<file path="src/rtl/rv32_multicycle_ctrl.sv">
// Multi-cycle RV32I control FSM: sequences fetch/decode/exec/mem/wb, counts retired instructions
// and halts on a memory-wait timeout. Optional macro CTRL_ILLEGAL_HALT_EN halts on unknown opcodes.
module rv32_multicycle_ctrl #(
   parameter int XLEN     = 32,
   parameter int WAIT_MAX = 15,
   parameter int WAIT_W   = 4
) (
   input  logic            clk,
   input  logic            reset,
   input  logic [31:0]     instr,
   input  logic            imem_ready,
   input  logic            dmem_ready,
   input  logic            br_taken,
   output logic            imem_req,
   output logic            dmem_req,
   output logic            dmem_we,
   output logic            ir_we,
   output logic            pc_we,
   output logic            rf_we,
   output logic [1:0]      sel_pc,
   output logic [1:0]      wb_sel,
   output logic            op1_sel,
   output logic            op2_sel,
   output logic [2:0]      imm_sel,
   output logic [3:0]      alu_op,
   output logic            bus_err,
   output logic            halted,
`ifdef CTRL_ILLEGAL_HALT_EN
   output logic            illegal,
`endif
   output logic [XLEN-1:0] instret
);

   localparam logic [6:0] OPC_LUI    = 7'b0110111;
   localparam logic [6:0] OPC_AUIPC  = 7'b0010111;
   localparam logic [6:0] OPC_JAL    = 7'b1101111;
   localparam logic [6:0] OPC_JALR   = 7'b1100111;
   localparam logic [6:0] OPC_BRANCH = 7'b1100011;
   localparam logic [6:0] OPC_LOAD   = 7'b0000011;
   localparam logic [6:0] OPC_STORE  = 7'b0100011;
   localparam logic [6:0] OPC_OPIMM  = 7'b0010011;
   localparam logic [6:0] OPC_OP     = 7'b0110011;
   localparam logic [WAIT_W-1:0] WAIT_LIM = WAIT_W'(WAIT_MAX);

   typedef enum logic [2:0] {S_FETCH, S_DECODE, S_EXEC, S_MEM, S_WB, S_HALT} state_t;

   state_t            state_q, state_d;
   logic [6:0]        opcode_q, opcode_d;
   logic [2:0]        funct3_q, funct3_d;
   logic              f7b5_q, f7b5_d;
   logic [WAIT_W-1:0] wait_q, wait_d;
   logic              bus_err_q, bus_err_d;
   logic [XLEN-1:0]   instret_q, instret_d;
   logic              opc_known;
   logic              retire;
   logic              unused_instr;
`ifdef CTRL_ILLEGAL_HALT_EN
   logic              illegal_q, illegal_d;
   assign illegal = illegal_q;
`endif

   assign unused_instr = ^{instr[31], instr[29:15], instr[11:7]};
   assign bus_err      = bus_err_q;
   assign instret      = instret_q;
   // The DECODE-stage NOP moves the PC but is not a retired instruction.
   assign retire       = pc_we && (state_q != S_DECODE);

   always_comb begin
      case (opcode_q)
         OPC_OP, OPC_OPIMM, OPC_AUIPC, OPC_LOAD, OPC_STORE,
         OPC_BRANCH, OPC_JAL, OPC_JALR: opc_known = 1'b1;
         default:                       opc_known = 1'b0;
      endcase
   end

   always_comb begin : next_state
      state_d   = state_q;
      opcode_d  = opcode_q;
      funct3_d  = funct3_q;
      f7b5_d    = f7b5_q;
      wait_d    = wait_q;
      bus_err_d = bus_err_q;
      instret_d = instret_q + XLEN'(retire);
`ifdef CTRL_ILLEGAL_HALT_EN
      illegal_d = illegal_q;
`endif
      case (state_q)
         S_FETCH: begin
            if (imem_ready) begin
               opcode_d = instr[6:0];
               funct3_d = instr[14:12];
               f7b5_d   = instr[30];
               state_d  = S_DECODE;
            end else if (wait_q == WAIT_LIM) begin
               bus_err_d = 1'b1;
               state_d   = S_HALT;
            end else begin
               wait_d = wait_q + 1'b1;
            end
         end
         S_DECODE: begin
            if (opcode_q == OPC_LUI) state_d = S_WB;
            else if (opc_known)      state_d = S_EXEC;
            else begin
`ifdef CTRL_ILLEGAL_HALT_EN
               illegal_d = 1'b1;
               state_d   = S_HALT;
`else
               state_d   = S_FETCH;
`endif
            end
         end
         S_EXEC: begin
            if (opcode_q == OPC_LOAD || opcode_q == OPC_STORE) state_d = S_MEM;
            else if (opcode_q == OPC_BRANCH)                    state_d = S_FETCH;
            else                                                state_d = S_WB;
         end
         S_MEM: begin
            if (dmem_ready) begin
               state_d = (opcode_q == OPC_LOAD) ? S_WB : S_FETCH;
            end else if (wait_q == WAIT_LIM) begin
               bus_err_d = 1'b1;
               state_d   = S_HALT;
            end else begin
               wait_d = wait_q + 1'b1;
            end
         end
         S_WB:    state_d = S_FETCH;
         default: state_d = S_HALT;
      endcase
      if (state_d != state_q) wait_d = '0;
   end

   always_ff @(posedge clk) begin
      if (reset) begin
         state_q   <= S_FETCH;
         opcode_q  <= '0;
         funct3_q  <= '0;
         f7b5_q    <= 1'b0;
         wait_q    <= '0;
         bus_err_q <= 1'b0;
         instret_q <= '0;
`ifdef CTRL_ILLEGAL_HALT_EN
         illegal_q <= 1'b0;
`endif
      end else begin
         state_q   <= state_d;
         opcode_q  <= opcode_d;
         funct3_q  <= funct3_d;
         f7b5_q    <= f7b5_d;
         wait_q    <= wait_d;
         bus_err_q <= bus_err_d;
         instret_q <= instret_d;
`ifdef CTRL_ILLEGAL_HALT_EN
         illegal_q <= illegal_d;
`endif
      end
   end

   // Handshake: imem_req/dmem_req stay high until the matching ready is seen; the access
   // completes in the cycle where req=1 and ready=1, and the FSM advances on that edge.
   always_comb begin : outputs
      imem_req = 1'b0;
      dmem_req = 1'b0;
      dmem_we  = 1'b0;
      ir_we    = 1'b0;
      pc_we    = 1'b0;
      rf_we    = 1'b0;
      sel_pc   = 2'b00;
      wb_sel   = 2'b00;
      op1_sel  = 1'b0;
      op2_sel  = 1'b0;
      imm_sel  = 3'd0;
      alu_op   = 4'b0000;
      halted   = 1'b0;
      // Operand selects stay stable from EXEC through MEM and WB.
      if (state_q == S_EXEC || state_q == S_MEM || state_q == S_WB) begin
         case (opcode_q)
            OPC_OP:    alu_op = {f7b5_q, funct3_q};
            OPC_OPIMM: begin
               op2_sel = 1'b1;
               imm_sel = 3'd0;
               alu_op  = {f7b5_q & (funct3_q == 3'b101), funct3_q};
            end
            OPC_LOAD, OPC_JALR: begin
               op2_sel = 1'b1;
               imm_sel = 3'd0;
            end
            OPC_STORE: begin
               op2_sel = 1'b1;
               imm_sel = 3'd1;
            end
            OPC_AUIPC: begin
               op1_sel = 1'b1;
               op2_sel = 1'b1;
               imm_sel = 3'd3;
            end
            OPC_LUI:    imm_sel = 3'd3;
            OPC_JAL:    imm_sel = 3'd4;
            OPC_BRANCH: imm_sel = 3'd2;
            default:    imm_sel = 3'd0;
         endcase
      end
      case (state_q)
         S_FETCH: begin
            imem_req = 1'b1;
            ir_we    = imem_ready;
         end
         S_DECODE: begin
`ifndef CTRL_ILLEGAL_HALT_EN
            pc_we = (opcode_q != OPC_LUI) && !opc_known;
`endif
         end
         S_EXEC: begin
            if (opcode_q == OPC_BRANCH) begin
               pc_we  = 1'b1;
               sel_pc = br_taken ? 2'b10 : 2'b00;
            end
         end
         S_MEM: begin
            dmem_req = 1'b1;
            dmem_we  = (opcode_q == OPC_STORE);
            pc_we    = dmem_ready && (opcode_q == OPC_STORE);
         end
         S_WB: begin
            rf_we = 1'b1;
            pc_we = 1'b1;
            case (opcode_q)
               OPC_LUI:  wb_sel = 2'b11;
               OPC_LOAD: wb_sel = 2'b01;
               OPC_JAL: begin
                  wb_sel = 2'b00;
                  sel_pc = 2'b01;
               end
               OPC_JALR: begin
                  wb_sel = 2'b00;
                  sel_pc = 2'b11;
               end
               default:  wb_sel = 2'b10;
            endcase
         end
         S_HALT:  halted = 1'b1;
         default: halted = 1'b0;
      endcase
   end

endmodule

</file>
<file path="config.mk">
export PLATFORM = sky130hd
export DESIGN_NAME = rv32_multicycle_ctrl
export DESIGN_NICKNAME = d
export VERILOG_FILES = /design/src/rtl/rv32_multicycle_ctrl.sv
export SDC_FILE = /design/constraint.sdc
export NUM_CORES = 1
export LEC_CHECK = 0
export ABC_AREA = 1
export CAP_MARGIN = 10
export CORE_MARGIN = 2
export CORE_UTILIZATION = 35
export DETAILED_ROUTE_END_ITERATION = 10
export PLACE_DENSITY = 0.65
export SLEW_MARGIN = 20
export SYNTH_ARGS = -nofsm -noshare
export SYNTH_HDL_FRONTEND = slang
export SYNTH_SLANG_ARGS = --single-unit
</file>
<file path="constraint.sdc">
create_clock -name clk -period 2.4 [get_ports clk]
set_input_delay 0.6 -clock clk [delete_from_list [all_inputs] [get_ports clk]]
set_output_delay 0.6 -clock clk [all_outputs]
set_load 0.05 [all_outputs]
</file>
==> metrics, run 1 <==
status finished, violations left; failing checks negative setup slack; Worst Path Required 2.61 ns; total grt overflow 0; Synth Instances 430; peak supply drop 0.185 mV; max_cap viols 0; worst-case clock buffer depth 2; I/O pins 90; family with the most delay on the worst path simple AND/OR/NAND/NOR gates; CTS sink count 51; Worst Path Arrival 2.81 ns; DR pass1 iterations 4; sw power 0.458 mW; Skew-Pair Late Insertion Delay 0.31 ns; worst-path cell chain inv_2, nand2_4, nor2_2, nand2_4, nand2_4, nor2_4, nand2_2, nor2_2, nor3_2, nor2_1, ha_2, nand3_2, inv_2, nand2_4, nor2_4, nand2_2, nor2_4, nand2_4, nor3_4, nand2_1, nand2_1, nor2_1; initial antenna violation count 0; Pint 1.30 mW; RSZ-0062 raised after global routing yes; Max Slew Vio Count 0; Die Width 94.8 µm; FF+latch area 1030 µm²; period utilization 108%; Synth Cell Area 2890 µm²; final worst slack -0.200 ns; DRT iter0 DRCs 146; Fillers 734; Critical Path Start opcode_q[4]; root buf cell clkbuf_8; antenna-violating nets left 0; Critical Path End Type register; critical path's most frequent cell nand2_4; fmax 385 MHz; chip height 94.8 µm; register-to-register setup slack -0.20 ns; Ys Warns 0; Port Buf Inserts 68; commonest non-fill, non-tap cell in the layout buf_4; vias in the first global route 3244; H-tree levels 2; Worst setup SP type register; post-DP HPWL 6.51 mm; nets 617; Area Growth Syn to Fin 68.5%; die area 8990 µm²; GP Congestion 0.862; Gate power share 15.9%; sw frac 26.1%; largest net degree at the start of global routing 24; flop and latch count out of synthesis 51; via count 3360; sequential power share 50.6%; Net Count, Synth 470; CP Max Fanout 7; Mean Syn Cell Area 6.72 µm²; Initial Util 35.7%; Via-to-Cell Ratio 4.93; slowest stage delay, CP 0.37 ns; PwrDens 361 nW/µm²; post-synth top area cell dfxtp_1; clock power share 33.5%; Multi-input gate area 1990 µm²; Setup WS pre-CTS -0.662 ns; area of the core 8090 µm²; CP Depth 22; number of cell rows 33; CTS Hold Buffers Added 0; Distinct cells, synth 36; Tmin final 2.60 ns; Static Leakage 1.87 nW; slowest CP cell dfxtp_2; cell area after layout 4870 µm²; Post-Layout Cell Count 682; final setup vio count 20; final hold vios 0; Power, Total 1.76 mW; n_diodes 0; Yosys top cell area share 35.4%; Slew Limit Headroom 63.3%; first-pass GRT wire length 14.3 mm; Slew @ Worst Pin 0.548 ns; TritonCTS clock tree yes; area post-placement 4160 µm²; commonest non-fill, non-tap cells in the layout buf_4, nand2_1, clkdlybuf4s50_1, inv_1, nor2_1; Worst Path Buf+Inv 2; Layout Utilization 60.1%; CP endpoint instret[29]; wire per inst 13.6 µm; CTS Buf Count 5; R2R Path Start opcode_q[4]; synth top area cells dfxtp_1, nand2_1, inv_1; Tot GR Track Use 19.9%; worst r2r dst instret[29]; Placed Cells 640; hold crit path type register to register; worst-case reg-to-reg path depth 22; clock skew 0.0121 ns; share of cells above drive strength 1 39.2%; drt total wl 9.25 mm; DRC errors left 0; crit path kind register to register; sequential area share after synthesis 35.4%; clock-pin slew on the worst setup and hold paths 0.10 ns
[how the worst min path moves through the flow]
stage / from / to / slack [ns] / depth (start not counted)
floorplan: opcode_q[2] / opcode_q[2] / 0.45 / 2
global placement: bus_err / bus_err / 0.45 / 2
detailed placement: bus_err / bus_err / 0.45 / 2
CTS: bus_err / bus_err / 0.47 / 2
global route: bus_err / bus_err / 0.49 / 2
finish: bus_err / bus_err / 0.46 / 2
[timing repair]
| action | 4_1_cts | 5_1_grt |
|---|---|---|
| gates resized for setup | 17 | 83 |
| pin swaps | 22 | 44 |
| hold endpoints to repair | 0 | 0 |
| setup buffers | 22 | 20 |
| cloned | 0 | 0 |
| setup endpoints to repair | 26 | 42 |
[sequential cells by signal, indices dropped and copies added, names as in the netlist]
register	flops
instret	32
opcode_q	7
wait_q	4
funct3_q	3
state_q	3
bus_err	1
f7b5_q	1
[power groups by stage]
stage          clock, mW  combinational [mW]  sequential [mW]
2_1_floorplan          0               0.130            0.915
3_3_place_gp           0               0.240            0.906
3_5_place_dp           0               0.245            0.907
4_1_cts            0.600               0.254            0.888
5_1_grt            0.633               0.301            0.893
6_report           0.589               0.280            0.890
[layout make-up]
| class | count | area share [%] |
|---|---|---|
| multi-input cells | 314 | 40.9 |
| clock inverters | 1 | 0.617 |
| well taps | 105 | 2.70 |
| inverters | 58 | 4.63 |
| clock buffers | 6 | 1.49 |
| flip-flops and latches | 51 | 21.3 |
| repair buffers | 147 | 28.4 |
[synth_stat cells, drive strengths merged]
cell type	instances
a21o	1
a21oi	39
a31oi	4
a41oi	1
buf	1
clkbuf	6
dfxtp	51
ha	3
inv	58
nand2	95
nand3	26
nand3b	2
nand4	13
nor2	67
nor3	23
nor3b	4
nor4	3
o21a	1
o21ai	21
o21bai	1
o22ai	2
or2	4
xnor2	2
xor2	2
[per-stage QoR]
stage / hold slack [ns] / TNS (ns)
global route: 0.492 / -6.45
CTS: 0.467 / -0.601
detailed placement: 0.454 / -13.18
global placement: 0.446 / -11.81
floorplan: 0.448 / -0.376
finish: 0.457 / -2.26
[routing by layer]
metal / share of wire [%] / GRT usage, %
met1: 41 / 22.9
met2: 51 / 36.3
met3: 4.7 / 2.95
met4: 2.8 / 8.82
met5: 0 / 0
[worst reg2reg max path: stages (launching register included)]
cell and delay, ns:
dfxtp_2 0.37, inv_2 0.07, nand2_4 0.08, nor2_2 0.05
nand2_4 0.09, nand2_4 0.06, nor2_4 0.10, nand2_2 0.07
nor2_2 0.11, nor3_2 0.06, nor2_1 0.12, ha_2 0.24
nand3_2 0.11, inv_2 0.12, nand2_4 0.08, nor2_4 0.12
nand2_2 0.08, nor2_4 0.15, nand2_4 0.12, nor3_4 0.15
nand2_1 0.07, nand2_1 0.06, nor2_1 0.04
[cells by family (layout without fill, tap and decap cells)]
| kind of cell | count (synthesis) | after routing | share of synthesized area, % |
|---|---|---|---|
| buffers and inverters | 65 | 212 | 8.71 |
| AOI/OAI and AO/OA | 70 | 70 | 13.4 |
| and+or+nand+nor | 237 | 237 | 40.0 |
| DFF | 51 | 51 | 35.4 |
| xor gates and xnor gates | 4 | 4 | 1.21 |
| adders and majority gates | 3 | 3 | 1.30 |
Note: power is estimated with default switching activity, not from simulation.
==> inputs of run 2 (changes only) <==
CORE_UTILIZATION = 42   (was 35)
PLACE_DENSITY = 0.76   (was 0.65)
==> run 2 against run 1 <==
Compared with the run above:
- the flow still finishes with violations (negative setup slack)
- power up 0.90%
- register-to-register slack worse by 0.06 ns
- clock skew up 0.00061 ns
- critical path type unchanged
- largest power group unchanged
==> metrics, run 2 (same netlist as run 1, synthesis figures left out) <==
status finished, violations left (unchanged); failing checks negative setup slack (unchanged); clock skew 0.0127 ns (was 0.0121 ns); max_cap viols 0 (unchanged); Via-to-Cell Ratio 5.42 (was 4.93); Worst Path Required 2.60 ns (was 2.61 ns); GP Congestion 0.966 (was 0.862); PwrDens 361 nW/µm² (about the same); I/O pins 90 (unchanged); Multi-input gate area 2010 µm² (was 1990 µm²); CTS Hold Buffers Added 0 (unchanged); hold crit path type register to register (unchanged); FF+latch area 1040 µm² (was 1030 µm²); initial antenna violation count 0 (unchanged); CTS sink count 51 (unchanged); vias in the first global route 3387 (was 3244); clock-pin slew on the worst setup and hold paths 0.09 ns (was 0.10 ns); nets 622 (was 617); Worst setup SP type register (unchanged); CP Max Fanout 5 (was 7); via count 3589 (was 3360); Port Buf Inserts 68 (unchanged); n_diodes 0 (unchanged); Placed Cells 613 (was 640); Post-Layout Cell Count 662 (was 682); die area 7560 µm² (was 8990 µm²); Skew-Pair Late Insertion Delay 0.31 ns (about the same); number of cell rows 30 (was 33); Static Leakage 1.94 nW (was 1.87 nW); Slew @ Worst Pin 0.593 ns (was 0.548 ns); CTS Buf Count 5 (unchanged); final hold vios 0 (unchanged); commonest non-fill, non-tap cells in the layout buf_4, nand2_1, clkdlybuf4s50_1, inv_1 (was buf_4, nand2_1, clkdlybuf4s50_1, inv_1, nor2_1); area of the core 6720 µm² (was 8090 µm²); peak supply drop 0.282 mV (was 0.185 mV); Max Slew Vio Count 0 (unchanged); wire per inst 15.4 µm (was 13.6 µm); TritonCTS clock tree yes (unchanged); crit path kind register to register (unchanged); drt total wl 10.2 mm (was 9.25 mm); WHS 0.458 ns (was 0.457 ns); DR pass1 iterations 5 (was 4); antenna-violating nets left 0 (unchanged); final setup vio count 28 (was 20); Fillers 478 (was 734); worst-case clock buffer depth 2 (unchanged); period utilization 111% (was 108%); Tmin final 2.66 ns (was 2.60 ns); total grt overflow 0 (unchanged); chip height 86.9 µm (was 94.8 µm); Critical Path End Type register (unchanged); H-tree levels 2 (unchanged); first-pass GRT wire length 15.1 mm (was 14.3 mm); Die Width 86.9 µm (was 94.8 µm); RSZ-0062 raised after global routing yes (unchanged); DRC errors left 0 (unchanged); Initial Util 43.0% (was 35.7%); post-DP HPWL 6.35 mm (was 6.51 mm); final worst slack -0.260 ns (was -0.200 ns); DRT iter0 DRCs 230 (was 146); Area Growth Syn to Fin 70.0% (was 68.5%); Tot GR Track Use 24.8% (was 19.9%); commonest non-fill, non-tap cell in the layout buf_4 (unchanged); max FFs per register 32 (unchanged); Slew Limit Headroom 60.2% (was 63.3%); largest net degree at the start of global routing 24 (unchanged); fmax 376 MHz (was 385 MHz); root buf cell clkbuf_8 (unchanged); share of cells above drive strength 1 40.0% (was 39.2%); Worst Path Arrival 2.86 ns (was 2.81 ns)
[run 2: worst max-delay path: stages, from the launching register on]
cell	delay [ns]
dfxtp_2	0.37
inv_4	0.06
nand2_4	0.08
nor2_1	0.06
nand2_1	0.08
nand2_2	0.08
nor2_4	0.12
nand2_2	0.08
nor2_2	0.11
nor3_2	0.06
nor2_1	0.11
ha_2	0.23
ha_4	0.15
nand2_4	0.06
inv_4	0.07
nand2_4	0.05
nor2_4	0.16
nand3b_1	0.13
nor2_2	0.16
nand3_2	0.11
o21ai_2	0.16
a21oi_2	0.05
[run 2: what timing repair did]
action | CTS | global route
gates cloned | 0 | 0
endpoints found under the setup margin | 32 | 47
pin swaps | 24 | 35
gates resized for setup | 23 | 82
setup buffers | 30 | 19
[run 2: final cells by class]
cell class | count | area share [%]
Clock buffer | 6 | 1.48
Multi-Input combinational cell | 314 | 41.0
Inverter | 58 | 4.82
Tap cell | 80 | 2.04
Timing Repair Buffer | 152 | 28.9
Sequential cell | 51 | 21.2
Clock inverter | 1 | 0.612
[run 2: metal layers]
metal	vias up	wire (µm)	GRT usage, %	part of all wire, %
li1	1716	-	-	-
met1	1675	3850	28.4	38
met2	165	5340	45.5	53
met3	33	596	3.51	5.9
met4	0	369	10.7	3.6
met5	-	0	0	0
[run 2: per-stage QoR]
stage	worst slack (ns)	utilization, %	instance area [µm²]	setup TNS, ns	power [mW]
floorplan	-0.0856	-	3010	-0.376	1.05
global placement	-0.574	61.3	4120	-11.57	1.14
detailed placement	-0.628	61.3	4120	-12.23	1.15
CTS	-0.127	67.7	4550	-0.553	1.74
global route	-0.459	73.1	4910	-8.05	1.85
finish	-0.260	73.1	4910	-3.10	1.77
[run 2: path summary, 6_finish.rpt]
path,from,end,slack [ns],depth (start not counted)
hold reg to reg,bus_err,bus_err,0.46,2
setup / recovery,opcode_q[6],instret[22],-0.26,21
hold / removal,bus_err,bus_err,0.46,2
setup reg to reg,opcode_q[6],instret[22],-0.26,21
[run 2: power by group]
part | internal (mW) | leakage (nW) | switching (mW)
clock network | 0.306 | 0.0513 | 0.276
logic | 0.135 | 1.47 | 0.166
registers | 0.868 | 0.418 | 0.0221
total | 1.31 | 1.94 | 0.464
==> inputs of run 3 (changes only) <==
CORE_ASPECT_RATIO = 0.6   (was unset)
CORE_UTILIZATION = 51   (was 42)
PLACE_DENSITY = 0.86   (was 0.76)
clock period = 3.4 ns   (was 2.4 ns; I/O delays follow)
==> run 3 against run 2 <==
Compared with the run above:
- the flow now finishes without violations
- critical path type is now register to output pin
- power fell by 32%
- sequential power fell by 30%
- hold slack got worse by 0.0038 ns
- utilization fell by 2.4 points
- non-clock buffer count fell by 68
- first-iteration DRC count rose by 30%
- clock skew fell by 0.0077 ns
- largest cell class unchanged
==> metrics, run 3 (same netlist as run 1, synthesis figures left out) <==
Skew-Pair Late Insertion Delay 0.31 ns (about the same); hold crit path type register to register (unchanged); CP Max Fanout 7 (was 5); nets 554 (was 622); status finished clean (was finished, violations left); PwrDens 311 nW/µm² (was 361 nW/µm²); DRC errors left 0 (unchanged); commonest non-fill, non-tap cells in the layout nand2_1, clkdlybuf4s50_1, inv_1, nor2_1, dfxtp_1 (was buf_4, nand2_1, clkdlybuf4s50_1, inv_1); Worst Path Arrival 2.42 ns (was 2.86 ns); initial antenna violation count 0 (unchanged); Setup Buffers After CTS 0 (was 30); GP Congestion 0.878 (was 0.966); fmax 306 MHz; Die Width 101 µm (was 86.9 µm); CTS sink count 51 (unchanged); RSZ-0062 raised after global routing no (was yes); Tmin final 3.27 ns; drt total wl 7.93 mm (was 10.2 mm); cell area after layout 3900 µm² (was 4910 µm²); share of cells above drive strength 1 13.4% (was 40.0%); Slew Limit Headroom 49.3% (was 60.2%); die area 6300 µm² (was 7560 µm²); antenna-violating nets left 0 (unchanged); Critical Path End Type output pin (was register); Layout Utilization 70.7% (was 73.1%); area of the core 5520 µm² (was 6720 µm²); max FFs per register 32 (unchanged); commonest non-fill, non-tap cell in the layout nand2_1 (was buf_4); Worst Path Required 2.55 ns (was 2.60 ns); Initial Util 52.3% (was 43.0%); CTS resizes 0 (was 23); total grt overflow 0 (unchanged); worst-case reg-to-reg path depth 17 (was 21); TritonCTS clock tree yes (unchanged); chip height 62.3 µm (was 86.9 µm); DRT iter0 DRCs 299 (was 230); Worst Hold Depth 2 (unchanged); Tot GR Track Use 26.2% (was 24.8%); vias in the first global route 2809 (was 3387); Placed Cells 576 (was 613); I/O pins 90 (unchanged); final setup vio count 0 (was 28); Power, Total 1.21 mW (was 1.77 mW); period utilization 96.3%; Area Growth Syn to Fin 35.0% (was 70.0%); largest net degree at the start of global routing 26 (was 24); CTS Hold Buffers Added 0 (unchanged); wire per inst 13.6 µm (was 15.4 µm); Port Buf Inserts 68 (unchanged); Max Slew Vio Count 0 (unchanged); Slew @ Worst Pin 0.760 ns (was 0.593 ns); worst-path cell chain nor2_4, inv_2, nor2_1, inv_1, a21oi_1, clkdlybuf4s50_1 (was inv_4, nand2_4, nor2_1, nand2_1, nand2_2, nor2_4, nand2_2, nor2_2, nor3_2, nor2_1, ha_2, ha_4, nand2_4, inv_4, nand2_4, nor2_4, nand3b_1, nor2_2, nand3_2, o21ai_2, a21oi_2); Via-to-Cell Ratio 5.42 (about the same); first-pass GRT wire length 13.3 mm (was 15.1 mm); crit path kind register to output pin (was register to register); H-tree levels 2 (unchanged); clock skew 0.00507 ns (was 0.0127 ns); max_cap viols 0 (unchanged); slowest stage delay, CP 0.82 ns (was 0.37 ns); Worst setup SP type register (unchanged); Post-Layout Cell Count 584 (was 662); DR pass1 iterations 5 (unchanged); post-DP HPWL 6.09 mm (was 6.35 mm); area post-placement 3770 µm² (was 4120 µm²); Fillers 442 (was 478); final hold vios 0 (unchanged); n_diodes 0 (unchanged); root buf cell clkbuf_8 (unchanged); clock-pin slew on the worst setup and hold paths 0.10 ns (was 0.09 ns); peak supply drop 0.246 mV (was 0.282 mV); setup TNS 0 ns (was -3.10 ns); Static Leakage 1.47 nW (was 1.94 nW); via count 3167 (was 3589); CTS Buf Count 5 (unchanged); slowest CP cell clkdlybuf4s50_1 (was dfxtp_2); worst-case clock buffer depth 2 (unchanged); number of cell rows 21 (was 30)
-- run 3: changes by cell type in the layout (fill, tap and decap cells not counted), moves of 9 or more --
cell / delta
nand2_4: -9
nand2_1: +14
nor3_1: +11
inv_1: +9
clkdlybuf4s50_1: +13
nor2_1: +11
buf_6: -13
buf_4: -65
o21ai_0: +9
-- run 3: worst max-delay path: cells and delay by family, from the launching register on --
family / cells / cell delay, ns
AOI/OAI and AO/OA: 1 / 0.18
buffers and inverters: 3 / 1.07
DFF: 1 / 0.43
and+or+nand+nor: 2 / 0.42
-- run 3: layout make-up --
class,instances,area [µm²],area share [%]
timing repair buffer,84,831,21.3
sequential,51,1020,26.2
inverter,58,218,5.58
multi-input combinational,314,1630,41.8
clock buffer,5,68.8,1.77
clock inverter,3,43.8,1.12
tap,69,86.3,2.21
-- run 3: per-stage QoR --
stage / hold WS [ns] / setup slack (ns)
2_1_floorplan: 0.445 / -0.0896
3_3_place_gp: 0.436 / 0.0710
3_5_place_dp: 0.441 / -0.000125
4_1_cts: 0.455 / 0.0980
5_1_grt: 0.487 / 0.00261
6_report: 0.454 / 0.127
-- run 3: per-layer routing --
metal  global-route usage [%]  part of all wire [%]  vias to the layer above
li1                         -                     -                     1588
met1                     40.3                    50                     1427
met2                     36.1                    40                      137
met3                     7.09                   8.3                       15
met4                     5.74                   1.5                        0
met5                        0                     0                        -
-- run 3: worst paths after layout --
path,from,to,slack (ns)
max,state_q[0],sel_pc[0],0.13
min,bus_err,bus_err,0.45
max reg2reg,state_q[1],instret[14],0.50
min reg2reg,bus_err,bus_err,0.45
-- run 3: power breakdown --
group,switching (mW),internal [mW]
clock network,0.219,0.220
registers,0.0132,0.613
logic,0.0896,0.0592
